--- src/rtl/puck_motion.sv ---
// puck_motion: frame-driven motion controller for the air-hockey puck.
// Each frame tick erases the 4x4 box, asks the collision checker for
// boundary flags, applies guarded direction reversals, steps the position
// by one pixel per axis and redraws the box. All outputs are registered;
// each pixel/strobe is launched on the edge that enters the state it
// belongs to, so the value is present for the whole of that state.
module puck_motion #(
    parameter int unsigned SCREEN_W    = 160,
    parameter int unsigned SCREEN_H    = 120,
    parameter int unsigned BOX         = 4,
    parameter int unsigned START_X     = 80,
    parameter int unsigned START_Y     = 60,
    parameter logic [2:0]  PUCK_COLOUR = 3'b111
) (
    input  logic       clock,
    input  logic       reset,
    input  logic       frame_tick,
    input  logic       flip_horizontal,
    input  logic       flip_vertical,
    output logic [7:0] x,
    output logic [6:0] y,
    output logic       collision_enable,
    output logic       plot,
    output logic [7:0] px,
    output logic [6:0] py,
    output logic [2:0] colour,
    output logic       busy,
    output logic       done
);

    localparam logic [7:0] MAX_X = 8'(SCREEN_W - BOX);
    localparam logic [6:0] MAX_Y = 7'(SCREEN_H - BOX);

    typedef enum logic [2:0] {
        S_IDLE,
        S_ERASE,
        S_CHECK,
        S_APPLY,
        S_MOVE,
        S_DRAW
    } state_t;

    state_t     r_state;
    logic [3:0] r_cnt;
    logic [7:0] r_x;
    logic [6:0] r_y;
    logic       r_dir_x;   // 1 = increasing x
    logic       r_dir_y;   // 1 = increasing y
    logic       r_ce;
    logic       r_plot;
    logic [7:0] r_px;
    logic [6:0] r_py;
    logic [2:0] r_colour;
    logic       r_busy;
    logic       r_done;

    logic [3:0] w_cnt_n;
    logic [7:0] w_px;
    logic [6:0] w_py;
    logic [7:0] w_nx;
    logic [6:0] w_ny;
    logic       w_ndx;
    logic       w_ndy;

    // Next box pixel address and next position with wall hold/invert.
    always_comb begin
        w_cnt_n = r_cnt + 4'd1;
        w_px    = r_x + {6'd0, w_cnt_n[1:0]};
        w_py    = r_y + {5'd0, w_cnt_n[3:2]};

        w_nx  = r_x;
        w_ndx = r_dir_x;
        if (r_dir_x) begin
            if (r_x == MAX_X) w_ndx = 1'b0;
            else              w_nx  = r_x + 8'd1;
        end else begin
            if (r_x == 8'd0)  w_ndx = 1'b1;
            else              w_nx  = r_x - 8'd1;
        end

        w_ny  = r_y;
        w_ndy = r_dir_y;
        if (r_dir_y) begin
            if (r_y == MAX_Y) w_ndy = 1'b0;
            else              w_ny  = r_y + 7'd1;
        end else begin
            if (r_y == 7'd0)  w_ndy = 1'b1;
            else              w_ny  = r_y - 7'd1;
        end
    end

    // Frame update sequencer with registered plot/handshake outputs.
    always_ff @(posedge clock) begin
        if (reset) begin
            r_state  <= S_IDLE;
            r_cnt    <= '0;
            r_x      <= 8'(START_X);
            r_y      <= 7'(START_Y);
            r_dir_x  <= 1'b1;
            r_dir_y  <= 1'b1;
            r_ce     <= 1'b0;
            r_plot   <= 1'b0;
            r_px     <= '0;
            r_py     <= '0;
            r_colour <= '0;
            r_busy   <= 1'b0;
            r_done   <= 1'b0;
        end else begin
            r_done <= 1'b0;
            case (r_state)
                S_IDLE: begin
                    if (frame_tick) begin
                        r_state  <= S_ERASE;
                        r_cnt    <= '0;
                        r_plot   <= 1'b1;
                        r_px     <= r_x;
                        r_py     <= r_y;
                        r_colour <= '0;
                        r_busy   <= 1'b1;
                    end
                end
                S_ERASE: begin
                    if (r_cnt == 4'd15) begin
                        r_state <= S_CHECK;
                        r_cnt   <= '0;
                        r_plot  <= 1'b0;
                        r_ce    <= 1'b1;
                    end else begin
                        r_cnt <= w_cnt_n;
                        r_px  <= w_px;
                        r_py  <= w_py;
                    end
                end
                S_CHECK: begin
                    r_ce    <= 1'b0;
                    r_state <= S_APPLY;
                end
                S_APPLY: begin
                    // Flags only count when the box really sits on that wall.
                    if (flip_horizontal) begin
                        if (r_x == 8'd0)       r_dir_x <= 1'b1;
                        else if (r_x == MAX_X) r_dir_x <= 1'b0;
                    end
                    if (flip_vertical) begin
                        if (r_y == 7'd0)       r_dir_y <= 1'b1;
                        else if (r_y == MAX_Y) r_dir_y <= 1'b0;
                    end
                    r_state <= S_MOVE;
                end
                S_MOVE: begin
                    // First draw pixel is launched together with the new position.
                    r_x      <= w_nx;
                    r_y      <= w_ny;
                    r_dir_x  <= w_ndx;
                    r_dir_y  <= w_ndy;
                    r_state  <= S_DRAW;
                    r_cnt    <= '0;
                    r_plot   <= 1'b1;
                    r_px     <= w_nx;
                    r_py     <= w_ny;
                    r_colour <= PUCK_COLOUR;
                end
                S_DRAW: begin
                    if (r_cnt == 4'd15) begin
                        r_state  <= S_IDLE;
                        r_cnt    <= '0;
                        r_plot   <= 1'b0;
                        r_colour <= '0;
                        r_busy   <= 1'b0;
                        r_done   <= 1'b1;
                    end else begin
                        r_cnt <= w_cnt_n;
                        r_px  <= w_px;
                        r_py  <= w_py;
                    end
                end
                default: r_state <= S_IDLE;
            endcase
        end
    end

    assign x                = r_x;
    assign y                = r_y;
    assign collision_enable = r_ce;
    assign plot             = r_plot;
    assign px               = r_px;
    assign py               = r_py;
    assign colour           = r_colour;
    assign busy             = r_busy;
    assign done             = r_done;

endmodule
--- config.mk ---
export PLATFORM = sky130hd
export DESIGN_NAME = puck_motion
export DESIGN_NICKNAME = d
export VERILOG_FILES = /design/src/rtl/puck_motion.sv
export SDC_FILE = /design/constraint.sdc
export NUM_CORES = 1
export LEC_CHECK = 0
export CORE_UTILIZATION = 35
export CTS_BUF_LIST = sky130_fd_sc_hd__clkbuf_8
export CTS_CLUSTER_SIZE = 28
export DETAILED_ROUTE_END_ITERATION = 6
export GPL_ROUTABILITY_DRIVEN = 0
export PLACE_DENSITY = 0.67
export SLEW_MARGIN = 30
export SYNTH_ARGS = -nofsm -noshare
export SYNTH_HDL_FRONTEND = slang
export SYNTH_SLANG_ARGS = --single-unit
--- constraint.sdc ---
create_clock -name clock -period 3.7 [get_ports clock]
set_clock_uncertainty 0.2 [all_clocks]
set_input_delay 0.74 -clock clock [delete_from_list [all_inputs] [get_ports clock]]
set_output_delay 0.74 -clock clock [all_outputs]
set_load 0.05 [all_outputs]
==> results of run 1 <==
[kinds of logic (layout without fill, tap and decap cells)]
logic type | after synthesis | count (layout) | share of synthesized area
DFF | 44 | 44 | 0.2989
adders and majority gates | 13 | 13 | 0.06030
and+or+nand+nor | 147 | 147 | 0.2595
xor gates and xnor gates | 13 | 13 | 0.03864
buffers and inverters | 43 | 66 | 0.06369
AOI/OAI and AO/OA | 109 | 109 | 0.2442
muxes | 9 | 9 | 0.03482
[worst paths after layout]
check        endpoint      from  depth (start not counted)
max              y[2]      y[2]                          1
min              plot      plot                          2
max reg2reg     py[6]  r_cnt[0]                          9
min reg2reg      plot      plot                          2
[placed cells by master (no fill, tap or decap), types with 3 or more instances in the layout]
cell type and n:
nor2b_1 3, a21boi_0 3, nor2_1 45, nand2_1 30, dfxtp_1 44, clkbuf_8 7
mux2_2 6, a311o_1 4, nand3_1 18, xnor2_1 9, clkdlybuf4s50_1 41, a21oi_1 36
xor2_1 4, buf_4 5, inv_1 11, a22oi_1 4, o21bai_1 3, o211ai_1 3
a211oi_1 6, a311oi_1 11, and3_1 6, o21ai_0 21, a31oi_1 3, nor4_1 4
nor3_1 14, ha_1 11, nand4_1 4
[routing by layer]
metal,up-vias,wire length [um],global-route usage
li1,1429,-,-
met3,11,374,0.02427
met2,79,3531,0.2920
met4,0,126,0.06154
met1,1324,3635,0.2462
met5,-,0,0
[sequential cells by signal (all words and copies together) (netlist names)]
register and flops:
py 7, x 8, r_dir_y 1, collision_enable 1
colour 1, done 1, r_dir_x 1, px 8
plot 1, r_state 3, busy 1, y 7
r_cnt 4
[report_power, final]
group,internal (mW),switching (mW)
combinational,0.156,0.289
clock,0.238,0.173
sequential,0.518,0.0519
[layout make-up]
type,instances,area share
multi-input cells,291,0.5351
flip-flops and latches,44,0.2510
repair buffers,46,0.1276
well taps,105,0.03743
clock buffers,7,0.02745
inverters,12,0.01283
clock inverters,1,0.008556
[metrics by stage]
| step | instances | utilization | setup slack (ns) | hold WS [ns] |
|---|---|---|---|---|
| 2_1_floorplan | 378 | - | 1.052 | 0.2873 |
| 3_3_place_gp | 498 | 0.4138 | 0.9989 | 0.2767 |
| 3_5_place_dp | 498 | 0.4138 | 0.9418 | 0.2716 |
| 4_1_cts | 506 | 0.4293 | 0.8195 | 0.2932 |
| 5_1_grt | 506 | 0.4293 | 0.6964 | 0.3194 |
| 6_report | 506 | 0.4293 | 0.8228 | 0.2890 |
==> summary.md, run 1 <==
| Metric | Value |
|---|---|
| Filler cell count | `between 800 and 900` |
| Die H | `approximately 94 um` |
| Critical Path RT | `roughly 2.8 ns` |
| Library cells used by synthesis | `60` |
| IO Count | `42` |
| Clk buf depth | `2` |
| Max_slew headroom | `0.4022` |
| Min-delay worst type | `register to register` |
| Post-CTS Setup Bufs | `0` |
| Setup crit end kind | `primary output` |
| CTS resizes | `0` |
| Clock latency on the worst-skew pair | `0.30 ns` |
| Total core area | `around 8200 um^2` |
| H-tree levels | `2` |
| Dominant synthesized flop cell | `dfxtp_1` |
| FMAX | `about 350 MHz` |
| Multi-input gate area | `approximately 1900 um^2` |
| CP top delay family | `buffers and inverters` |
| Pwr per Cell Area | `406.4 nW/um^2` |
| Nets | `418` |
| Maximum capacitance violations | `0` |
| First-pass GRT wire length | `~13000 um` |
| CP max stage cell | `clkdlybuf4s50_1` |
| Cells after synthesis | `approximately 380` |
| Dpl hpwl | `approximately 5400 um` |
| FF/Latch Area | `880.8 um^2` |
| Initial antenna violation count | `0` |
| Starting Density | `0.3604` |
| Max-slew violations | `0` |
| Number of vias per cell | `5.619` |
| Min cycle time layout | `between 2 and 3 ns` |
| Mean Syn Cell Area | `approximately 7.8 um^2` |
| Area growth syn-to-layout | `19.11%` |
| Max IR drop VDD | `about 0.00024 V` |
| Mapped Nets | `~400` |
| Initial DRC count | `about 170` |
| Power, Total | `about 1.4 mW` |
| Synth Warn # | `0` |
| Via count | `about 2800` |
| Die W | `approximately 94 um` |
| DR pass1 iterations | `4` |
| Worst-path clk slew | `roughly 0.09 ns` |
| Most numerous cell in the Yosys netlist | `nor2_1` |
| Post-synth top area cell | `dfxtp_1` |
| CTS tree | `yes` |
| Clock Sinks | `44` |
| Crit-path max FO | `16` |
| Post-Syn Area | `a little under 3000 um^2` |
| Top cell type's share of synthesized area | `0.2989` |
| CP peak stage delay | `slightly above 0.9 ns` |
| Post-CTS Hold Buffers | `0` |
| Leakage | `1.308 nW` |
| Worst Path Arrival | `1.94 ns` |
| Synth cell count leaders | `nor2_1, dfxtp_1, a21oi_1` |
| Die area | `just under 9000 um^2` |
| Gr usage total | `0.1808` |
| R2R setup slack | `0.90 ns` |
| DRC errors left | `0` |
| Sequential area share after synthesis | `0.2989` |
| Startpoint Class | `register` |
| Fin area | `between 3000 and 4000 um^2` |
| CP bufs+invs | `1` |
| Final Hold Vio Count | `0` |
| Overflow after GRT | `0` |
| Vias in the first global route | `around 2600` |
| Placed Area | `between 3000 and 4000 um^2` |
| IO Port Bufs | `about 40` |
| Routed Antenna Nets | `0` |
| Setup violators final | `0` |
| Post-synth EDFFs | `0` |
| Critical path cell sequence | `clkdlybuf4s50_1` |
| Worst slew pin tran | `slightly below 0.9 ns` |
| Antenna diodes | `0` |
| Largest cells by area after synthesis | `dfxtp_1, a21oi_1, nor2_1` |
| Pin count of the biggest net entering global routing | `28` |
| RSZ-0062 raised after global routing | `no` |
| Post-synth ARST share | `0` |
| Tcrit/Tclk final | `0.7776` |
| CTS buffer count | `5` |
| Avg WL per Cell | `~15 um` |
| Setup Crit Path Kind | `register to primary output` |
| Yosys reg bits | `44` |
| TNS Setup | `0 ns` |
| Root Buffer | `clkbuf_8` |
| Site row count | `33` |
| Total wire length | `about 7700 um` |
| Layout cell share with drive strength beyond 1 | `0.08229` |
| Run status | `complete, no violations` |
Note: power is estimated with default switching activity, not from simulation.
==> run 2, diff against run 1 <==
==> constraint.sdc (replaced) <==
create_clock -name clock -period 2.7 [get_ports clock]
set_clock_uncertainty 0.2 [all_clocks]
set_input_delay 0.54 -clock clock [delete_from_list [all_inputs] [get_ports clock]]
set_output_delay 0.54 -clock clock [all_outputs]
set_load 0.05 [all_outputs]
==> summary.md, run 2 (synthesis results as in run 1) <==
| Metric | Value |
|---|---|
| Via count | `~2900` |
| CP top delay family | `buffers and inverters` |
| Crit-path max FO | `11` |
| CP peak stage delay | `0.90 ns` |
| Final Hold Vio Count | `0` |
| Pin count of the biggest net entering global routing | `22` |
| Worst-path clk slew | `roughly 0.090 ns` |
| Site row count | `33` |
| Routed Antenna Nets | `0` |
| Filler cell count | `811` |
| Worst Path Arrival | `1.85 ns` |
| DRC errors left | `0` |
| Max_slew headroom | `0.6315` |
| Total core area | `~8200 um^2` |
| Crit path from | `y[3]` |
| Total wire length | `roughly 8000 um` |
| Root Buffer | `clkbuf_8` |
| FF/Latch Area | `~900 um^2` |
| Setup violators final | `0` |
| Leakage | `about 1.4 nW` |
| Worst slew pin tran | `between 0.5 and 0.6 ns` |
| Post-CTS Hold Buffers | `0` |
| Setup Crit Path Kind | `register to primary output` |
| Number of vias per cell | `around 5.5` |
| Setup crit end kind | `primary output` |
| Most frequent cells in the layout | `nor2_1, dfxtp_1, clkdlybuf4s50_1, a21oi_1, nand2_1` |
| Final Core Density | `0.4461` |
| Initial DRC count | `roughly 170` |
| FMAX | `385.5 MHz` |
| DR pass1 iterations | `4` |
| IO Port Bufs | `between 40 and 50` |
| CP bufs+invs | `1` |
| First-pass GRT wire length | `about 13000 um` |
| Hold Path Origin | `plot` |
| Dpl ws | `0.001618 ns` |
| Worst Slack Setup Final | `between 0.1 and 0.15 ns` |
| Min-delay worst type | `register to register` |
| Die area | `approximately 8800 um^2` |
| Tcrit/Tclk final | `0.9609` |
| Initial antenna violation count | `0` |
| Max-slew violations | `0` |
| CTS buffer count | `5` |
| Starting Density | `0.3604` |
| Dpl hpwl | `between 5000 and 6000 um` |
| IO Count | `42` |
| Overflow after GRT | `0` |
| Die H | `approximately 94 um` |
| Die W | `approximately 94 um` |
| Critical path cell sequence | `clkdlybuf4s50_1` |
| Most common cell after layout, fill and taps aside | `nor2_1` |
| Gr usage total | `0.1923` |
| CTS tree | `yes` |
| Avg WL per Cell | `around 15 um` |
| Critical Path RT | `approximately 2.0 ns` |
| Run status | `complete, no violations` |
| Nets | `430` |
| Worst R2R Start | `r_cnt[2]` |
| Power, Total | `between 1.5 and 2 mW` |
| Vias in the first global route | `about 2700` |
| Startpoint Class | `register` |
| Maximum capacitance violations | `0` |
| Multi-input gate area | `between 1500 and 2000 um^2` |
| Min cycle time layout | `around 2.6 ns` |
| CP max stage cell | `clkdlybuf4s50_1` |
| Layout cell share with drive strength beyond 1 | `0.1283` |
| Max IR drop VDD | `between 0.0003 and 0.0004 V` |
| H-tree levels | `2` |
| Clock Sinks | `44` |
| Pwr per Cell Area | `a little over 500 nW/um^2` |
| Clock latency on the worst-skew pair | `roughly 0.30 ns` |
| Clk buf depth | `2` |
| Antenna diodes | `0` |
| Area growth syn-to-layout | `23.78%` |
| TNS Setup | `0 ns` |
-- run 2: area by class of cell --
class                   count  area share
well taps                 105     0.03602
repair buffers             58      0.1551
flip-flops and latches     44      0.2429
inverters                  12     0.01235
clock buffers               6     0.02264
multi-input cells         291      0.5280
clock inverters             2    0.003087
-- run 2: what timing repair did --
item	4_1_cts	5_1_grt
setup endpoints to repair	1	2
resized for setup	1	12
pin swaps	0	2
setup buffers	0	2
-- run 2: stage by stage --
stage | std cells | hold slack [ns] | instance area (um^2)
finish | 518 | 0.2950 | 3647
global route | 518 | 0.3316 | 3647
CTS | 516 | 0.2996 | 3582
detailed placement | 508 | 0.2763 | 3483
global placement | 508 | 0.2753 | 3483
floorplan | 378 | 0.2873 | 2947
-- run 2: per-layer routing --
layer,share of wire,global-route usage,vias up
met4,0.016,0.05641,0
li1,-,-,1440
met5,0,0,-
met1,0.46,0.2645,1327
met3,0.064,0.03560,13
met2,0.46,0.3041,93
-- run 2: path summary, 6_finish.rpt --
| path | end | slack (ns) | cells after the start |
|---|---|---|---|
| setup / recovery | y[3] | 0.11 | 1 |
| hold / removal | plot | 0.29 | 2 |
| setup reg to reg | py[6] | 0.13 | 8 |
| hold reg to reg | plot | 0.29 | 2 |
-- run 2: tightest hold or removal path: cells and delay by family, from the launching register on --
| kind | cells | cell delay (ns) |
|---|---|---|
| DFF | 1 | 0.32 |
| AOI/OAI and AO/OA | 2 | 0.13 |
-- run 2: power by group --
group	leakage [nW]	switching, mW	internal, mW
combinational	0.985	0.417	0.243
sequential	0.361	0.0651	0.711
clock	0.0486	0.233	0.204
total	1.39	0.715	1.16
==> run 3, diff against run 2 <==
--- a/config.mk
+++ b/config.mk
@@ -5,6 +5,8 @@
 export SDC_FILE = /design/constraint.sdc
 export NUM_CORES = 1
 export LEC_CHECK = 0
+export CORE_ASPECT_RATIO = 1.1
+export CORE_MARGIN = 5
 export CORE_UTILIZATION = 35
 export CTS_BUF_LIST = sky130_fd_sc_hd__clkbuf_8
 export CTS_CLUSTER_SIZE = 28
==> summary.md, run 3 (synthesis results as in run 1) <==
| Metric | Value |
|---|---|
| Run status | `complete, no violations` |
| Clock power share | `0.239` |
| H-tree levels | `2` |
| Initial antenna violation count | `0` |
| Routed Antenna Nets | `0` |
| Overflow after GRT | `0` |
| Via count | `~2900` |
| Most frequent cells in the layout | `nor2_1, dfxtp_1, clkdlybuf4s50_1, a21oi_1, nand2_1` |
| Avg WL per Cell | `15.52 um` |
| Fin area | `3633 um^2` |
| Pint | `about 1.1 mW` |
| Clk buf depth | `2` |
| DR pass1 iterations | `5` |
| Worst slew pin tran | `0.6189 ns` |
| Most common cell after layout, fill and taps aside | `nor2_1` |
| Crit path to | `py[6]` |
| Worst-path clk slew | `approximately 0.090 ns` |
| FF-to-FF path depth | `9` |
| Non-filler cells, final | `522` |
| Worst Path Arrival | `2.63 ns` |
| Die H | `106.2 um` |
| Clock latency on the worst-skew pair | `between 0.3 and 0.4 ns` |
| Root Buffer | `clkbuf_8` |
| IO Port Bufs | `41` |
| Crit path from | `r_cnt[0]` |
| NetSw | `~740 uW` |
| Gr usage total | `0.1536` |
| Setup Crit Path Kind | `register to register` |
| CTS tree | `yes` |
| Leakage | `about 1.4 nW` |
| CTS buffer count | `5` |
| Filler cell count | `around 850` |
| Total core area | `approximately 8300 um^2` |
| Clock Sinks | `44` |
| Flop pwr share | `0.414` |
| TNS Setup | `0 ns` |
| DRC errors left | `0` |
| Critical Path RT | `approximately 2.7 ns` |
| Worst Slack Setup Final | `0.08958 ns` |
| Startpoint Class | `register` |
| Antenna diodes | `0` |
| Worst R2R Start | `r_cnt[0]` |
| Nets | `between 400 and 500` |
| Final Hold Vio Count | `0` |
| Die area | `10360 um^2` |
| Setup crit end kind | `register` |
| Max IR drop VDD | `0.0002178 V` |
| Max-slew violations | `0` |
| Min-delay worst type | `register to register` |
| Die W | `about 97 um` |
| R2R setup slack | `0.09 ns` |
| Combinational power share | `0.347` |
| Setup violators final | `0` |
| Total wire length | `between 8000 and 9000 um` |
| FMAX | `between 300 and 400 MHz` |
| Starting Density | `0.3541` |
| Number of vias per cell | `between 5 and 6` |
| Placed insts | `roughly 510` |
| IO Count | `42` |
| Site row count | `35` |
| First-pass GRT wire length | `roughly 14000 um` |
| Initial DRC count | `about 200` |
| Crit-path max FO | `5` |
| Max_slew headroom | `0.5822` |
| Dpl hpwl | `slightly below 6000 um` |
| Dpl ws | `~0.013 ns` |
| FF-to-FF End | `py[6]` |
| Pin count of the biggest net entering global routing | `32` |
| Vias in the first global route | `2731` |
| Pwr per Cell Area | `about 520 nW/um^2` |
| Tcrit/Tclk final | `0.9668` |
| Power, Total | `about 1.9 mW` |
| Sw frac | `0.3946` |
| Area growth syn-to-layout | `23.31%` |
| Min cycle time layout | `around 2.6 ns` |
| Layout cell share with drive strength beyond 1 | `0.1241` |
| Placed Area | `between 3000 and 4000 um^2` |
| Maximum capacitance violations | `0` |
run 3: stage by stage:
step / hold slack [ns] / utilization
final: 0.2940 / 0.4367
after global routing: 0.3143 / 0.4367
after CTS: 0.2959 / 0.4317
after detailed placement: 0.2750 / 0.4202
after global placement: 0.2728 / 0.4202
after floorplan: 0.2873 / -
run 3: final cells by class:
class	instances	area (um^2)	area share
Tap cell	111	138.9	0.03822
Clock buffer	5	68.82	0.01894
Multi-Input combinational cell	291	1908	0.5251
Inverter	12	45.04	0.01240
Clock inverter	3	26.28	0.007231
Timing Repair Buffer	56	560.5	0.1543
Sequential cell	44	885.9	0.2438
run 3: power by group through the flow:
stage | Combinational, mW | Sequential [mW] | Clock [mW]
CTS | 0.649 | 0.777 | 0.461
floorplan | 0.287 | 0.939 | 0
finish | 0.651 | 0.777 | 0.448
global route | 0.706 | 0.788 | 0.490
detailed placement | 0.647 | 0.791 | 0
global placement | 0.640 | 0.788 | 0
run 3: layer usage:
metal | global-route usage | share of wire | wire, um
met3 | 0.02362 | 0.048 | 392
met2 | 0.2664 | 0.48 | 3922
met5 | 0 | 0 | 0
met4 | 0.04550 | 0.017 | 138
met1 | 0.1964 | 0.45 | 3649
run 3: worst min-delay path by stage:
stage | slack, ns | end | startpoint | cells past startpoint
final | 0.29 | r_cnt[0] | r_cnt[0] | 1
after global placement | 0.27 | plot | plot | 2
after global routing | 0.31 | r_cnt[0] | r_cnt[0] | 1
after CTS | 0.30 | plot | plot | 2
after detailed placement | 0.28 | plot | plot | 2
after floorplan | 0.29 | r_cnt[0] | r_cnt[0] | 1
run 3: critical path, cell delays in order (launching register included):
cell      delay, ns
dfxtp_4        0.38
ha_2           0.19
xor2_1         0.15
ha_2           0.20
inv_1          0.05
fa_2           0.35
nand3b_1       0.20
nor3_2         0.23
mux2_4         0.32
a311oi_2       0.25
run 3: what timing repair did:
| item | 4_1_cts | 5_1_grt |
|---|---|---|
| endpoints found under the setup margin | 1 | 1 |
| hold buffers | 0 | 0 |
| buffers inserted | 0 | 1 |
| gates resized for setup | 1 | 9 |
| pin swaps | 0 | 1 |
